$ cat src/rtl/dsp_gather_pkg.sv
// Shared types and sizing helpers for the DSP lane gatherer.
// The gatherer packs scalar operand pairs into lane vectors for the SIMD adders/subtractors.
package dsp_gather_pkg;

    typedef enum logic {
        FILL = 1'b0,
        HOLD = 1'b1
    } gather_state_t;

    // Widest packed operand the downstream DSP adders accept.
    localparam int DSP_DATA_WIDTH = 48;

    // Number of lanes of a given width that fit in one DSP operand.
    function automatic int max_lanes(input int width);
        return DSP_DATA_WIDTH / width;
    endfunction

endpackage

$ cat src/rtl/dsp_gather_timer.sv
// Idle counter for the lane gatherer. Compiled only when GATHER_TIMEOUT_EN is defined.
// Counts consecutive idle cycles while 'run' is high and clears as soon as 'run' drops.
// 'expired' flags the cycle in which the count has reached TIMEOUT-1.
`ifdef GATHER_TIMEOUT_EN
module dsp_gather_timer #(
    parameter int TIMEOUT = 16
) (
    input  logic clock,
    input  logic reset_n,
    input  logic run,
    output logic expired
);

    localparam int CNT_W = (TIMEOUT > 1) ? $clog2(TIMEOUT) : 1;
    localparam logic [CNT_W-1:0] LAST_CNT = CNT_W'(TIMEOUT - 1);

    logic [CNT_W-1:0] count_r;
    logic [CNT_W-1:0] count_nxt_s;

    // Next count: advance while idle, park at the terminal value, drop to zero otherwise.
    always_comb begin
        count_nxt_s = count_r;
        if (run) begin
            if (count_r == LAST_CNT) begin
                count_nxt_s = count_r;
            end else begin
                count_nxt_s = count_r + CNT_W'(1);
            end
        end else begin
            count_nxt_s = {CNT_W{1'b0}};
        end
    end

    // Idle count register.
    always_ff @(posedge clock or negedge reset_n) begin
        if (!reset_n) begin
            count_r <= {CNT_W{1'b0}};
        end else begin
            count_r <= count_nxt_s;
        end
    end

    assign expired = (count_r == LAST_CNT);

endmodule
`endif

$ cat src/rtl/dsp_lane_gather.sv
// dsp_lane_gather: packs scalar (a,b) operand pairs from a valid/ready stream into
// LANES-wide vectors for the SIMD DSP adders/subtractors, with a lane-valid mask.
// A bundle closes when its last lane fills or on in_last; unused lanes read as zero.
// While a bundle is held, a new pair may enter lane 0 of the next bundle in the same
// cycle the held one is taken, so the stream sustains one pair per cycle.
// Optional feature macro: GATHER_TIMEOUT_EN -- when defined, a partial bundle that sees
// no new pair for TIMEOUT cycles is closed as if in_last had arrived.
module dsp_lane_gather
    import dsp_gather_pkg::*;
#(
    parameter int WIDTH   = 12,
    parameter int LANES   = 4,
    parameter int TIMEOUT = 16
) (
    input  logic                   clock,
    input  logic                   reset_n,
    input  logic                   in_valid,
    output logic                   in_ready,
    input  logic [WIDTH-1:0]       in_a,
    input  logic [WIDTH-1:0]       in_b,
    input  logic                   in_last,
    output logic                   out_valid,
    input  logic                   out_ready,
    output logic [WIDTH*LANES-1:0] out_a,
    output logic [WIDTH*LANES-1:0] out_b,
    output logic [LANES-1:0]       out_mask
);

    localparam int DATA_W = WIDTH * LANES;
    localparam int IDX_W  = (LANES > 1) ? $clog2(LANES) : 1;
    localparam logic [IDX_W-1:0] LAST_IDX = IDX_W'(LANES - 1);
    localparam logic SINGLE_LANE = (LANES == 1);

    // Reject configurations that do not fit one DSP operand.
    generate
        if ((LANES < 1) || (LANES > 4) || (LANES > max_lanes(WIDTH))) begin : g_bad_lanes
            $fatal(1, "dsp_lane_gather: LANES=%0d does not fit WIDTH=%0d", LANES, WIDTH);
        end
        if (TIMEOUT < 1) begin : g_bad_timeout
            $fatal(1, "dsp_lane_gather: TIMEOUT must be at least 1");
        end
    endgenerate

    gather_state_t     state_r;
    gather_state_t     state_nxt_s;
    logic [IDX_W-1:0]  lane_idx_r;
    logic [IDX_W-1:0]  idx_nxt_s;
    logic [DATA_W-1:0] a_r;
    logic [DATA_W-1:0] b_r;
    logic [LANES-1:0]  mask_r;
    logic [DATA_W-1:0] a_nxt_s;
    logic [DATA_W-1:0] b_nxt_s;
    logic [LANES-1:0]  mask_nxt_s;
    logic              in_ready_s;
    logic              out_valid_s;
    logic              accept_s;
    logic              fill_close_s;
    logic              refill_close_s;
    logic              timeout_s;

    assign accept_s       = in_valid & in_ready_s;
    // Closing condition while filling: last lane reached or explicit end of group.
    assign fill_close_s   = in_last | (lane_idx_r == LAST_IDX);
    // Closing condition for a pair that starts a fresh bundle during hand-off.
    assign refill_close_s = in_last | SINGLE_LANE;

`ifdef GATHER_TIMEOUT_EN
    logic run_s;
    logic expired_s;

    // The idle counter only runs for a partial bundle that received nothing this cycle.
    assign run_s = (state_r == FILL) & (lane_idx_r != {IDX_W{1'b0}}) & ~accept_s;

    dsp_gather_timer #(
        .TIMEOUT (TIMEOUT)
    ) u_timer (
        .clock   (clock),
        .reset_n (reset_n),
        .run     (run_s),
        .expired (expired_s)
    );

    assign timeout_s = run_s & expired_s;
`else
    assign timeout_s = 1'b0;
`endif

    // FSM state register.
    always_ff @(posedge clock or negedge reset_n) begin
        if (!reset_n) begin
            state_r <= FILL;
        end else begin
            state_r <= state_nxt_s;
        end
    end

    // FSM next-state decision.
    always_comb begin
        state_nxt_s = state_r;
        case (state_r)
            FILL: begin
                if (accept_s) begin
                    state_nxt_s = fill_close_s ? HOLD : FILL;
                end else if (timeout_s) begin
                    state_nxt_s = HOLD;
                end else begin
                    state_nxt_s = FILL;
                end
            end
            HOLD: begin
                if (out_ready) begin
                    state_nxt_s = (accept_s && refill_close_s) ? HOLD : FILL;
                end else begin
                    state_nxt_s = HOLD;
                end
            end
            default: begin
                state_nxt_s = FILL;
            end
        endcase
    end

    // FSM outputs: input is open while filling, or in HOLD only when the bundle is taken.
    always_comb begin
        in_ready_s  = 1'b0;
        out_valid_s = 1'b0;
        case (state_r)
            FILL: begin
                in_ready_s  = 1'b1;
                out_valid_s = 1'b0;
            end
            HOLD: begin
                in_ready_s  = out_ready;
                out_valid_s = 1'b1;
            end
            default: begin
                in_ready_s  = 1'b0;
                out_valid_s = 1'b0;
            end
        endcase
    end

    // Lane storage next values: write the current lane, or restart a bundle on hand-off.
    always_comb begin
        a_nxt_s    = a_r;
        b_nxt_s    = b_r;
        mask_nxt_s = mask_r;
        idx_nxt_s  = lane_idx_r;
        case (state_r)
            FILL: begin
                if (accept_s) begin
                    for (int i = 0; i < LANES; i++) begin
                        a_nxt_s[i*WIDTH +: WIDTH] = (lane_idx_r == IDX_W'(i)) ? in_a : a_r[i*WIDTH +: WIDTH];
                        b_nxt_s[i*WIDTH +: WIDTH] = (lane_idx_r == IDX_W'(i)) ? in_b : b_r[i*WIDTH +: WIDTH];
                        mask_nxt_s[i]             = (lane_idx_r == IDX_W'(i)) ? 1'b1 : mask_r[i];
                    end
                    idx_nxt_s = fill_close_s ? {IDX_W{1'b0}} : (lane_idx_r + IDX_W'(1));
                end else if (timeout_s) begin
                    idx_nxt_s = {IDX_W{1'b0}};
                end else begin
                    idx_nxt_s = lane_idx_r;
                end
            end
            HOLD: begin
                if (out_ready) begin
                    a_nxt_s    = {DATA_W{1'b0}};
                    b_nxt_s    = {DATA_W{1'b0}};
                    mask_nxt_s = {LANES{1'b0}};
                    idx_nxt_s  = {IDX_W{1'b0}};
                    if (accept_s) begin
                        a_nxt_s[WIDTH-1:0] = in_a;
                        b_nxt_s[WIDTH-1:0] = in_b;
                        mask_nxt_s[0]      = 1'b1;
                        idx_nxt_s          = refill_close_s ? {IDX_W{1'b0}} : IDX_W'(1);
                    end else begin
                        idx_nxt_s = {IDX_W{1'b0}};
                    end
                end else begin
                    idx_nxt_s = lane_idx_r;
                end
            end
            default: begin
                a_nxt_s    = {DATA_W{1'b0}};
                b_nxt_s    = {DATA_W{1'b0}};
                mask_nxt_s = {LANES{1'b0}};
                idx_nxt_s  = {IDX_W{1'b0}};
            end
        endcase
    end

    // Lane storage, mask and lane pointer registers; reset discards any partial bundle.
    always_ff @(posedge clock or negedge reset_n) begin
        if (!reset_n) begin
            a_r        <= {DATA_W{1'b0}};
            b_r        <= {DATA_W{1'b0}};
            mask_r     <= {LANES{1'b0}};
            lane_idx_r <= {IDX_W{1'b0}};
        end else begin
            a_r        <= a_nxt_s;
            b_r        <= b_nxt_s;
            mask_r     <= mask_nxt_s;
            lane_idx_r <= idx_nxt_s;
        end
    end

    assign in_ready  = in_ready_s;
    assign out_valid = out_valid_s;
    assign out_a     = a_r;
    assign out_b     = b_r;
    assign out_mask  = mask_r;

endmodule

$ cat config.mk
export PLATFORM = sky130hd
export DESIGN_NAME = dsp_lane_gather
export DESIGN_NICKNAME = d
export VERILOG_FILES = /design/src/rtl/dsp_gather_pkg.sv /design/src/rtl/dsp_gather_timer.sv /design/src/rtl/dsp_lane_gather.sv
export SDC_FILE = /design/constraint.sdc
export NUM_CORES = 1
export LEC_CHECK = 0
export CAP_MARGIN = 20
export CORE_ASPECT_RATIO = 0.75
export CORE_MARGIN = 2
export CORE_UTILIZATION = 46
export DETAILED_ROUTE_END_ITERATION = 6
export GPL_ROUTABILITY_DRIVEN = 0
export PLACE_DENSITY = 0.88
export SLEW_MARGIN = 40
export SYNTH_ARGS = -nofsm -noshare
export SYNTH_HDL_FRONTEND = slang
export SYNTH_SLANG_ARGS = --single-unit
$ cat constraint.sdc
create_clock -name clock -period 1.6 [get_ports clock]
set_input_delay 0.32 -clock clock [delete_from_list [all_inputs] [get_ports clock]]
set_output_delay 0.32 -clock clock [all_outputs]
set_load 0.03 [all_outputs]
### Word level (Yosys, flattened, before mapping)

Cells that the tools add are included.

* bits in registers: 103
* word-level logic and storage cells: 71
* output and inout port bits: 102
* input bits: 29

* add/subtract/negate cells: 1
* reduce and logical (&&, ||, !) cells: 7
* bitwise logic cells: 3
* equal/unequal tests: 9
* multiplexer cells: 37

Operator list (count)
* $mux W48: 4
* $pmux W48 S2: 2
* $mux W12: 10
* $ne A2 B2 Y1 const B: 6
* $reduce_and A3 Y1: 4
* $mux W1: 11
* $mux W4: 2
* $pmux W4 S2: 1
* $mux W2: 3
* $pmux W1 S2: 3
* $eq A2 B2 Y1 const B: 2
* $pmux W2 S2: 1
* $add A2 B1 Y2 const B: 1
* $eq A2 B1 Y1 const B: 1
* $logic_not A2 Y1: 1
* $reduce_and A2 Y1: 1
* $and A1 B1 Y1: 1
* $logic_and A1 B1 Y1: 1
* $not A1 Y1: 1
* $or A1 B1 Y1: 1

### Logic depth before layout (Yosys ltp)

Gate-level depths: netlist of run 1.

* word-level depth: 7
* depth in mapped cells: 7

### Worst setup path after synthesis of run 1

OpenSTA, ideal clock, no wires.

* path kind: flip-flop to flip-flop
* start: register state_r
* end: register a_r[10], in the netlist out_a[10]
* setup slack: 194 ps
* stages on the path, launching flop included: 6
* arrival time: 1285 ps
* required time: 1479 ps
* cells stage by stage: dfrtp_1 > buf_6 > nand2_2 > a21boi_4 > buf_6 > a22o_2

* longest elaborated chain between the ends: 6
* elaborated cells between the ends (all ways): 10
* those cells by class: eq/ne: 3; mux: 4; bitwise: 2; reduce/logical: 1

RTL lines
* start, declared: RTL line dsp_lane_gather.sv:44 `gather_state_t state_r;`
* start signal, assigned: RTL line dsp_lane_gather.sv:93 `state_r <= state_nxt_s;`
* $not A1 Y1
* $pmux W1 S2: RTL line dsp_lane_gather.sv:127 `case (state_r)`
* $and A1 B1 Y1: RTL line dsp_lane_gather.sv:61 `assign accept_s = in_valid & in_ready_s;`
* $mux W12: RTL line dsp_lane_gather.sv:170 `if (accept_s) begin`
* $mux W48: RTL line dsp_lane_gather.sv:165 `if (out_ready) begin`
* $pmux W48 S2: RTL line dsp_lane_gather.sv:149 `case (state_r)`
* end signal, assigned: RTL line dsp_lane_gather.sv:194 `a_r <= {DATA_W{1'b0}};`
* end signal, assigned: RTL line dsp_lane_gather.sv:199 `a_r <= a_nxt_s;`
* end, declared: RTL line dsp_lane_gather.sv:48 `logic [DATA_W-1:0] a_r;`

Parallel ways exist; a longest one is shown, timed or not. The select of a mux whose other input is x is not followed.
A chain may end at the register's enable or synchronous reset.

### Worst setup path in the final report of run 1

* start: register lane_idx_r[0]
* end: register a_r[6], in the netlist out_a[6]

* longest elaborated chain between the ends: 3

RTL lines
* start, declared: RTL line dsp_lane_gather.sv:46 `logic [IDX_W-1:0] lane_idx_r;`
* start signal, assigned: RTL line dsp_lane_gather.sv:197 `lane_idx_r <= {IDX_W{1'b0}};`
* start signal, assigned: RTL line dsp_lane_gather.sv:202 `lane_idx_r <= idx_nxt_s;`
* $logic_not A2 Y1: RTL line dsp_lane_gather.sv:153 `a_nxt_s[i*WIDTH +: WIDTH] = (lane_idx_r == IDX_W'(i)) ? in_a : a_r[i*WIDTH +: WIDTH];`
* $ne A2 B2 Y1 (no source line)
* $reduce_and A3 Y1 (no source line)

No other way between the ends.

==> results.md, run 1 <==
Min path
- **Hold/Removal Path Class** flip-flop to flip-flop
- **Worst Hold Launch** out_mask[1]$_DFFE_PN0P_

Placement
- **count of buffers inserted at the top-level ports** 130
- **cell area after placement** 5654 um2
- **HPWL after detailed placement** 7.808 mm
- **Post-Place Setup Slack** -0.3083 ns
- **placed instance count** 640

Floorplan
- **die outline area** 9829 um2
- **core region area** 8934 um2
- **number of standard-cell rows in the floorplan** 30
- **I/O pins** 131
- **DIE HEIGHT** 86.36 um
- **Initial Utilization** 0.4657
- **die width** 113.8 um

Layout
- **fill cell count** 716
- **multi-input combinational cell area** 1419 um2
- **Area Growth Syn to Fin** 41.32%
- **fin nets** 574
- **layout cell share with drive strength beyond 1** 0.1007
- **Post-Layout Cell Count** 658
- **Sequential cell area** 2577 um2
- **Layout Cell Area excl Fill** 5879 um2
- **number of inserted diodes** 0

Critical path
- **arrival time reported for the critical path endpoint** 1.82 ns
- **data required time of the worst path** 1.87 ns
- **type of element launching the critical path** flip-flop
- **worst-case register-to-register setup slack** 0.05 ns
- **critical path endpoint category** flip-flop
- **Critical Path Fanout Max** 25
- **type of the worst setup path** flip-flop to flip-flop
- **startpoint of the lowest-slack register-to-register path** lane_idx_r[0]$_DFFE_PN0P_
- **startpoint of the worst setup timing path** lane_idx_r[0]$_DFFE_PN0P_

Power and ir drop
- **Gate power share** 0.316
- **net switching fraction of the power** 0.3663
- **leakage power** 3.264 nW
- **Clk pwr share** 0.276
- **switching power** 3.001 mW
- **internal power of the cells** 5.192 mW
- **portion of total power attributed to sequential cells** 0.408
- **pwr/cell area** 1394 nW/um2
- **maximum ir drop on the vdd rail** 0.7756 mV

Detailed routing
- **Detailed Route Iter0 Violations** 293
- **post-route DRC violation count** 0
- **via/cell ratio** 5.426
- **Via Count** 3,570
- **DR WL/cell** 18.28 um
- **antenna-violating nets left** 0
- **number of detailed-routing iterations run before antenna repair** 4
- **total wirelength of the detailed-routed design** 12.03 mm

Clocking
- **maximum level of the CTS H-tree** 3
- **Post-CTS Repair Setup Buffers** 0
- **clock buffer count from CTS** 9
- **Reg clk slew, reported paths** 0.07 ns
- **CTS Root Buffer Type** sky130_fd_sc_hd__clkbuf_16
- **clock network latency to the later pin of the worst-skew pair** 0.34 ns
- **TritonCTS clock tree** built
- **clk sink count** 103
- **clk buf depth** 2

Synthesis
- **synthesized net count** 441
- **number of distinct standard cells referenced by the synthesized netlist** 26
- **portion of the post-synthesis area used by sequential elements** 0.6195
- **cell area after technology mapping** 4160 um2
- **top-count cell post-synth** sky130_fd_sc_hd__nand2_1
- **asr flop ratio synth** 1.000
- **Primary FF master, synth** sky130_fd_sc_hd__dfrtp_1
- **syn_area_per_cell** 10.20 um2
- **flop and latch count out of synthesis** 103
- **library cell with the largest summed area after synthesis** sky130_fd_sc_hd__dfrtp_1
- **synthesized instance count** 408
- **share of the synthesized area in the top cell type** 0.6195
- **cell types occupying the most area after synthesis** sky130_fd_sc_hd__dfrtp_1 (62%), sky130_fd_sc_hd__nand2_1 (14%), sky130_fd_sc_hd__nand3_1 (5.9%), sky130_fd_sc_hd__o21ai_0 (3.1%), sky130_fd_sc_hd__a22o_1 (2.7%)
- **Synthesis Warnings** 0
- **leading post-synthesis cells by instance count** sky130_fd_sc_hd__nand2_1 (152), sky130_fd_sc_hd__dfrtp_1 (103), sky130_fd_sc_hd__nand3_1 (49), sky130_fd_sc_hd__o21ai_0 (26), sky130_fd_sc_hd__buf_2 (16)
- **number of flops mapped to enable cells by yosys** 0

Global route
- **most crowded layer after global routing** met2
- **M1 GR Usage** 0.3363
- **met2 track utilization from global routing** 0.4219
- **first-pass GRT wire length** 19.18 mm
- **vias in the first global route** 3,661
- **sum of overflow across all layers after global routing** 0
- **combined global-route utilization of all metal layers** 0.2528
- **largest net degree at the start of global routing** 57
- **antenna violations before repair** 0
- **met3 track utilization from global routing** 0.07622

Outcome
- **result of the run** completed

STA
- **slew at the pin with the worst max-slew slack** 0.5134 ns
- **final setup violating endpoints** 0
- **relative max-transition margin** 0.6569
- **minimum hold slack** 0.4884 ns
- **highest attainable clock frequency** 647.1 MHz
- **worst setup skew after layout** 0.007388 ns
- **fin. max-slew vios** 0
- **number of failing hold endpoints at the final stage** 0
- **min Tclk post-route** 1.545 ns
- **setup repair after global routing missed its margin** no
- **Setup WS post-layout** 0.05466 ns
- **fraction of the cycle the final worst path needs** 0.9658

Run
- **max_cap viols** 0

==> flip-flops by register name, indices dropped and copies added, names as in the netlist <==
name	count
lane_idx_r	2
out_a	48
out_b	48
out_mask	4
state_r	1
==> critical path: stages (launching register included) <==
cell,delay [ns]
sky130_fd_sc_hd__dfrtp_1,0.42
sky130_fd_sc_hd__inv_1,0.14
sky130_fd_sc_hd__ha_2,0.31
sky130_fd_sc_hd__nand2b_4,0.08
sky130_fd_sc_hd__a21boi_4,0.17
sky130_fd_sc_hd__buf_12,0.19
sky130_fd_sc_hd__a22o_1,0.17
==> worst paths after layout <==
kind | to | cells past startpoint
worst max-delay path | out_a[6]$_DFFE_PN0P_ | 6
worst min-delay path | out_mask[1]$_DFFE_PN0P_ | 2
worst max register to register | out_a[6]$_DFFE_PN0P_ | 6
worst min register to register | out_mask[1]$_DFFE_PN0P_ | 2
max in group asynchronous | out_a[8]$_DFFE_PN0P_ | 3
min in group asynchronous | out_b[39]$_DFFE_PN0P_ | 3
==> kinds of logic (layout without fill, tap and decap cells) <==
logic type                 after synthesis  after routing  share of synthesized area
and+or+nand+nor                        214            214                     0.2211
DFF                                    103            103                     0.6195
AOI/OAI and AO/OA                       56             57                     0.1011
buffers and inverters                   31            168                    0.04632
adders and majority gates                4              4                    0.01203
==> timing repair <==
| action | 4_1_cts | 5_1_grt |
|---|---|---|
| resized for setup | 103 | 2 |
| pin swaps | 1 | 0 |
| cloned | 1 | 0 |
| endpoints found under the setup margin | 125 | 1 |
| hold buffers | 1 | 0 |
| endpoints found under the hold margin | 79 | 0 |
==> power by group through the flow <==
stage	combinational, mW	sequential [mW]	clock (mW)
final	2.59	3.34	2.26
after CTS	2.60	3.34	2.31
after global placement	2.79	3.38	0
after floorplan	0.667	4.24	0
after global routing	2.74	3.39	2.42
after detailed placement	2.88	3.38	0
==> cells in the final DEF, fill, tap and decap left out, types with 2 or more instances in the layout <==
master / instances
sky130_fd_sc_hd__a21boi_4: 3
sky130_fd_sc_hd__a22o_2: 11
sky130_fd_sc_hd__inv_6: 4
sky130_fd_sc_hd__inv_1: 2
sky130_fd_sc_hd__nand3b_1: 2
sky130_fd_sc_hd__nand2b_4: 2
sky130_fd_sc_hd__and3b_1: 4
sky130_fd_sc_hd__clkbuf_16: 9
sky130_fd_sc_hd__nand2_1: 152
sky130_fd_sc_hd__ha_1: 3
sky130_fd_sc_hd__clkdlybuf4s50_1: 27
sky130_fd_sc_hd__buf_12: 8
sky130_fd_sc_hd__dlygate4sd2_1: 101
sky130_fd_sc_hd__a22o_1: 13
sky130_fd_sc_hd__nand3_1: 49
sky130_fd_sc_hd__o21ai_0: 26
sky130_fd_sc_hd__dfrtp_1: 103
sky130_fd_sc_hd__buf_4: 12
==> layer usage <==
metal / up-vias / part of all wire
met2: 147 / 0.49
li1: 1620 / -
met1: 1796 / 0.43
met4: 0 / 0.0057
met3: 7 / 0.079
met5: - / 0
==> metrics by stage <==
step                      power, mW  utilization  setup TNS, ns
after floorplan               4.909            -              0
after global placement        6.172       0.6329         -7.284
after detailed placement      6.261       0.6329         -9.537
after CTS                     8.245       0.6569              0
after global routing          8.549       0.6581              0
final                         8.193       0.6581              0
==> cell type report <==
type	count	area share
well taps	112	0.02383
clock inverters	7	0.01426
clock buffers	9	0.03831
multi-input cells	275	0.2413
flip-flops and latches	103	0.4384
repair buffers	150	0.2426
inverters	2	0.001277
No activity file was read; power rests on OpenSTA's default activity.
==> run 2: changes to the inputs <==
--- a/config.mk
+++ b/config.mk
@@ -8,10 +8,11 @@
 export CAP_MARGIN = 20
 export CORE_ASPECT_RATIO = 0.75
 export CORE_MARGIN = 2
-export CORE_UTILIZATION = 46
+export CORE_UTILIZATION = 42
 export DETAILED_ROUTE_END_ITERATION = 6
 export GPL_ROUTABILITY_DRIVEN = 0
-export PLACE_DENSITY = 0.88
+export PLACE_DENSITY = 0.85
+export REMOVE_ABC_BUFFERS = 1
 export SLEW_MARGIN = 40
 export SYNTH_ARGS = -nofsm -noshare
 export SYNTH_HDL_FRONTEND = slang
==> constraint.sdc (replaced) <==
create_clock -name clock -period 1.25 [get_ports clock]
set_input_delay 0.25 -clock clock [delete_from_list [all_inputs] [get_ports clock]]
set_output_delay 0.25 -clock clock [all_outputs]
set_load 0.03 [all_outputs]
==> run 2 against run 1 <==
Against the previous run:
- the run now ends with setup timing left
- setup slack got worse by 0.29 ns
- critical endpoint is now lane_idx_r[0]$_DFFE_PN0P_
- clock skew rose by 0.0030 ns
- power rose by 39%
- cell count rose by 9.3%
- critical path depth fell by 2
- combinational power rose by 55%
- utilization rose by 5.3 points
- global-route usage fell by 0.47 points
- maximum frequency rose by 4.2%
==> results.md, run 2 (synthesis gave the netlist of run 1 again) <==
Layout
- **layout cell share with drive strength beyond 1** 0.4719
- **number of inserted diodes** 0
- **commonest non-fill, non-tap cell in the layout** sky130_fd_sc_hd__buf_4
- **fin nets** 615
- **Area Growth Syn to Fin** 65.05%
- **Post-Layout Cell Count** 719
- **most used cells in the layout excluding fill and tap cells** sky130_fd_sc_hd__buf_4 (118), sky130_fd_sc_hd__dfrtp_1 (100), sky130_fd_sc_hd__nand2_1 (99)

Global route
- **first-pass GRT wire length** 20.76 mm
- **M1 GR Usage** 0.3346
- **sum of overflow across all layers after global routing** 0
- **combined global-route utilization of all metal layers** 0.2481
- **met3 track utilization from global routing** 0.05964
- **largest net degree at the start of global routing** 30
- **vias in the first global route** 3,870
- **antenna violations before repair** 0
- **most crowded layer after global routing** met2
- **met2 track utilization from global routing** 0.4114

STA
- **Setup WS post-layout** -0.2333 ns
- **relative max-transition margin** 0.7452
- **fin. max-slew vios** 0
- **number of failing hold endpoints at the final stage** 0
- **setup repair after global routing missed its margin** yes
- **fraction of the cycle the final worst path needs** 1.187
- **slew at the pin with the worst max-slew slack** 0.3822 ns
- **worst setup skew after layout** 0.01043 ns
- **final setup violating endpoints** 101
- **highest attainable clock frequency** 674.2 MHz
- **setup_tns** -14.48 ns
- **min Tclk post-route** 1.483 ns

Clocking
- **maximum level of the CTS H-tree** 3
- **clock network latency to the later pin of the worst-skew pair** 0.33 ns
- **clock buffer count from CTS** 9
- **CTS Root Buffer Type** sky130_fd_sc_hd__clkbuf_16
- **clk buf depth** 2
- **TritonCTS clock tree** built
- **Reg clk slew, reported paths** 0.08 ns
- **clk sink count** 103

Critical path
- **type of the worst setup path** flip-flop to flip-flop
- **Critical Path Fanout Max** 4
- **worst-case register-to-register setup slack** -0.23 ns
- **startpoint of the lowest-slack register-to-register path** lane_idx_r[0]$_DFFE_PN0P_
- **depth of the worst register-to-register path** 4
- **critical path endpoint category** flip-flop
- **arrival time reported for the critical path endpoint** 1.75 ns
- **destination of the worst register-to-register timing path** lane_idx_r[0]$_DFFE_PN0P_
- **data required time of the worst path** 1.52 ns
- **type of element launching the critical path** flip-flop

Floorplan
- **I/O pins** 131
- **number of standard-cell rows in the floorplan** 31
- **Initial Utilization** 0.4308
- **DIE HEIGHT** 90.19 um
- **die outline area** 10,730 um2
- **core region area** 9658 um2
- **die width** 118.9 um

Detailed routing
- **Detailed Route Iter0 Violations** 279
- **Via Count** 3,808
- **via/cell ratio** 5.296
- **antenna-violating nets left** 0
- **DR WL/cell** 19.49 um
- **post-route DRC violation count** 0
- **total wirelength of the detailed-routed design** 14.01 mm
- **number of detailed-routing iterations run before antenna repair** 5

Power and ir drop
- **pwr/cell area** 1659 nW/um2
- **maximum ir drop on the vdd rail** 1.004 mV
- **leakage power** 3.611 nW

Placement
- **HPWL after detailed placement** 7.820 mm
- **count of buffers inserted at the top-level ports** 130
- **placed instance count** 671

Min path
- **Hold/Removal Path Class** input pin to async pin

Outcome
- **violations in the final reports** setup timing
- **result of the run** complete, but fails checks

Run
- **max_cap viols** 0

[run 2: changes by cell type in the layout (fill, tap and decap cells not counted), moves of 14 or more]
cell and delta:
sky130_fd_sc_hd__buf_6 +14, sky130_fd_sc_hd__dlygate4sd2_1 -100, sky130_fd_sc_hd__nand2_4 +17, sky130_fd_sc_hd__o21ai_0 -25, sky130_fd_sc_hd__buf_4 +106, sky130_fd_sc_hd__nand2_2 +35, sky130_fd_sc_hd__nand2_1 -53
[run 2: worst max path at each step]
| stage | start | depth (start not counted) | endpoint | slack (ns) |
|---|---|---|---|---|
| final | lane_idx_r[0]$_DFFE_PN0P_ | 4 | lane_idx_r[0]$_DFFE_PN0P_ | -0.23 |
| after global routing | lane_idx_r[0]$_DFFE_PN0P_ | 4 | lane_idx_r[0]$_DFFE_PN0P_ | -0.26 |
| after CTS | lane_idx_r[1]$_DFFE_PN0P_ | 7 | out_b[2]$_DFFE_PN0P_ | -0.19 |
| after detailed placement | in_valid | 5 | out_a[10]$_DFFE_PN0P_ | -0.45 |
| after global placement | in_valid | 5 | out_a[9]$_DFFE_PN0P_ | -0.41 |
| after floorplan | state_r$_DFF_PN0_ | 3 | out_a[10]$_DFFE_PN0P_ | -0.98 |
[run 2: area by class of cell]
| type | instances | area, um2 |
|---|---|---|
| Inverter | 2 | 12.51 |
| Fill cell | 664 | 2791 |
| Multi-Input combinational cell | 274 | 1749 |
| Clock buffer | 10 | 239.0 |
| Clock inverter | 6 | 92.59 |
| Timing Repair Buffer | 192 | 2027 |
| Sequential cell | 103 | 2581 |
| Tap cell | 132 | 165.2 |
[run 2: power breakdown]
part	leakage, nW	internal, mW	total, mW	switching (mW)
Sequential	1.37	3.92	4.35	0.426
Clock	0.155	1.82	3.04	1.22
Combinational	2.08	1.66	4.01	2.34
Total	3.61	7.40	11.4	3.99
[run 2: worst max-delay path, stage by stage, from the launching register on]
cell and delay (ns):
sky130_fd_sc_hd__dfrtp_2 0.46, sky130_fd_sc_hd__ha_4 0.19, sky130_fd_sc_hd__or4b_1 0.52, sky130_fd_sc_hd__o21ai_1 0.10, sky130_fd_sc_hd__o22a_1 0.15
[run 2: what timing repair did]
| item | in CTS | in global routing |
|---|---|---|
| hold buffers | 1 | 0 |
| resized for setup | 80 | 85 |
| endpoints found under the hold margin | 19 | 0 |
| endpoints found under the setup margin | 101 | 103 |
| cloned | 9 | 7 |
| pin swaps | 9 | 24 |
| setup buffers | 16 | 5 |
[run 2: per-layer routing]
layer	routed length [um]	up-vias	part of all wire
met1	5938	1919	0.42
met3	856	17	0.061
met5	0	-	0
met2	7053	151	0.50
met4	163	0	0.012
li1	-	1721	-
[run 2: stage by stage]
| stage | setup WS (ns) | utilization | power [mW] | instance area, um2 | hold WS [ns] |
|---|---|---|---|---|---|
| 4_1_cts | -0.1896 | 0.6725 | 11.28 | 6495 | 0.3879 |
| 5_1_grt | -0.2580 | 0.7110 | 11.83 | 6867 | 0.3966 |
| 2_1_floorplan | -0.9834 | - | 6.177 | 3975 | -0.04559 |
| 3_3_place_gp | -0.4054 | 0.5848 | 7.849 | 5648 | 0.1877 |
| 6_report | -0.2333 | 0.7110 | 11.39 | 6867 | 0.3854 |
| 3_5_place_dp | -0.4549 | 0.5848 | 7.947 | 5648 | 0.1927 |
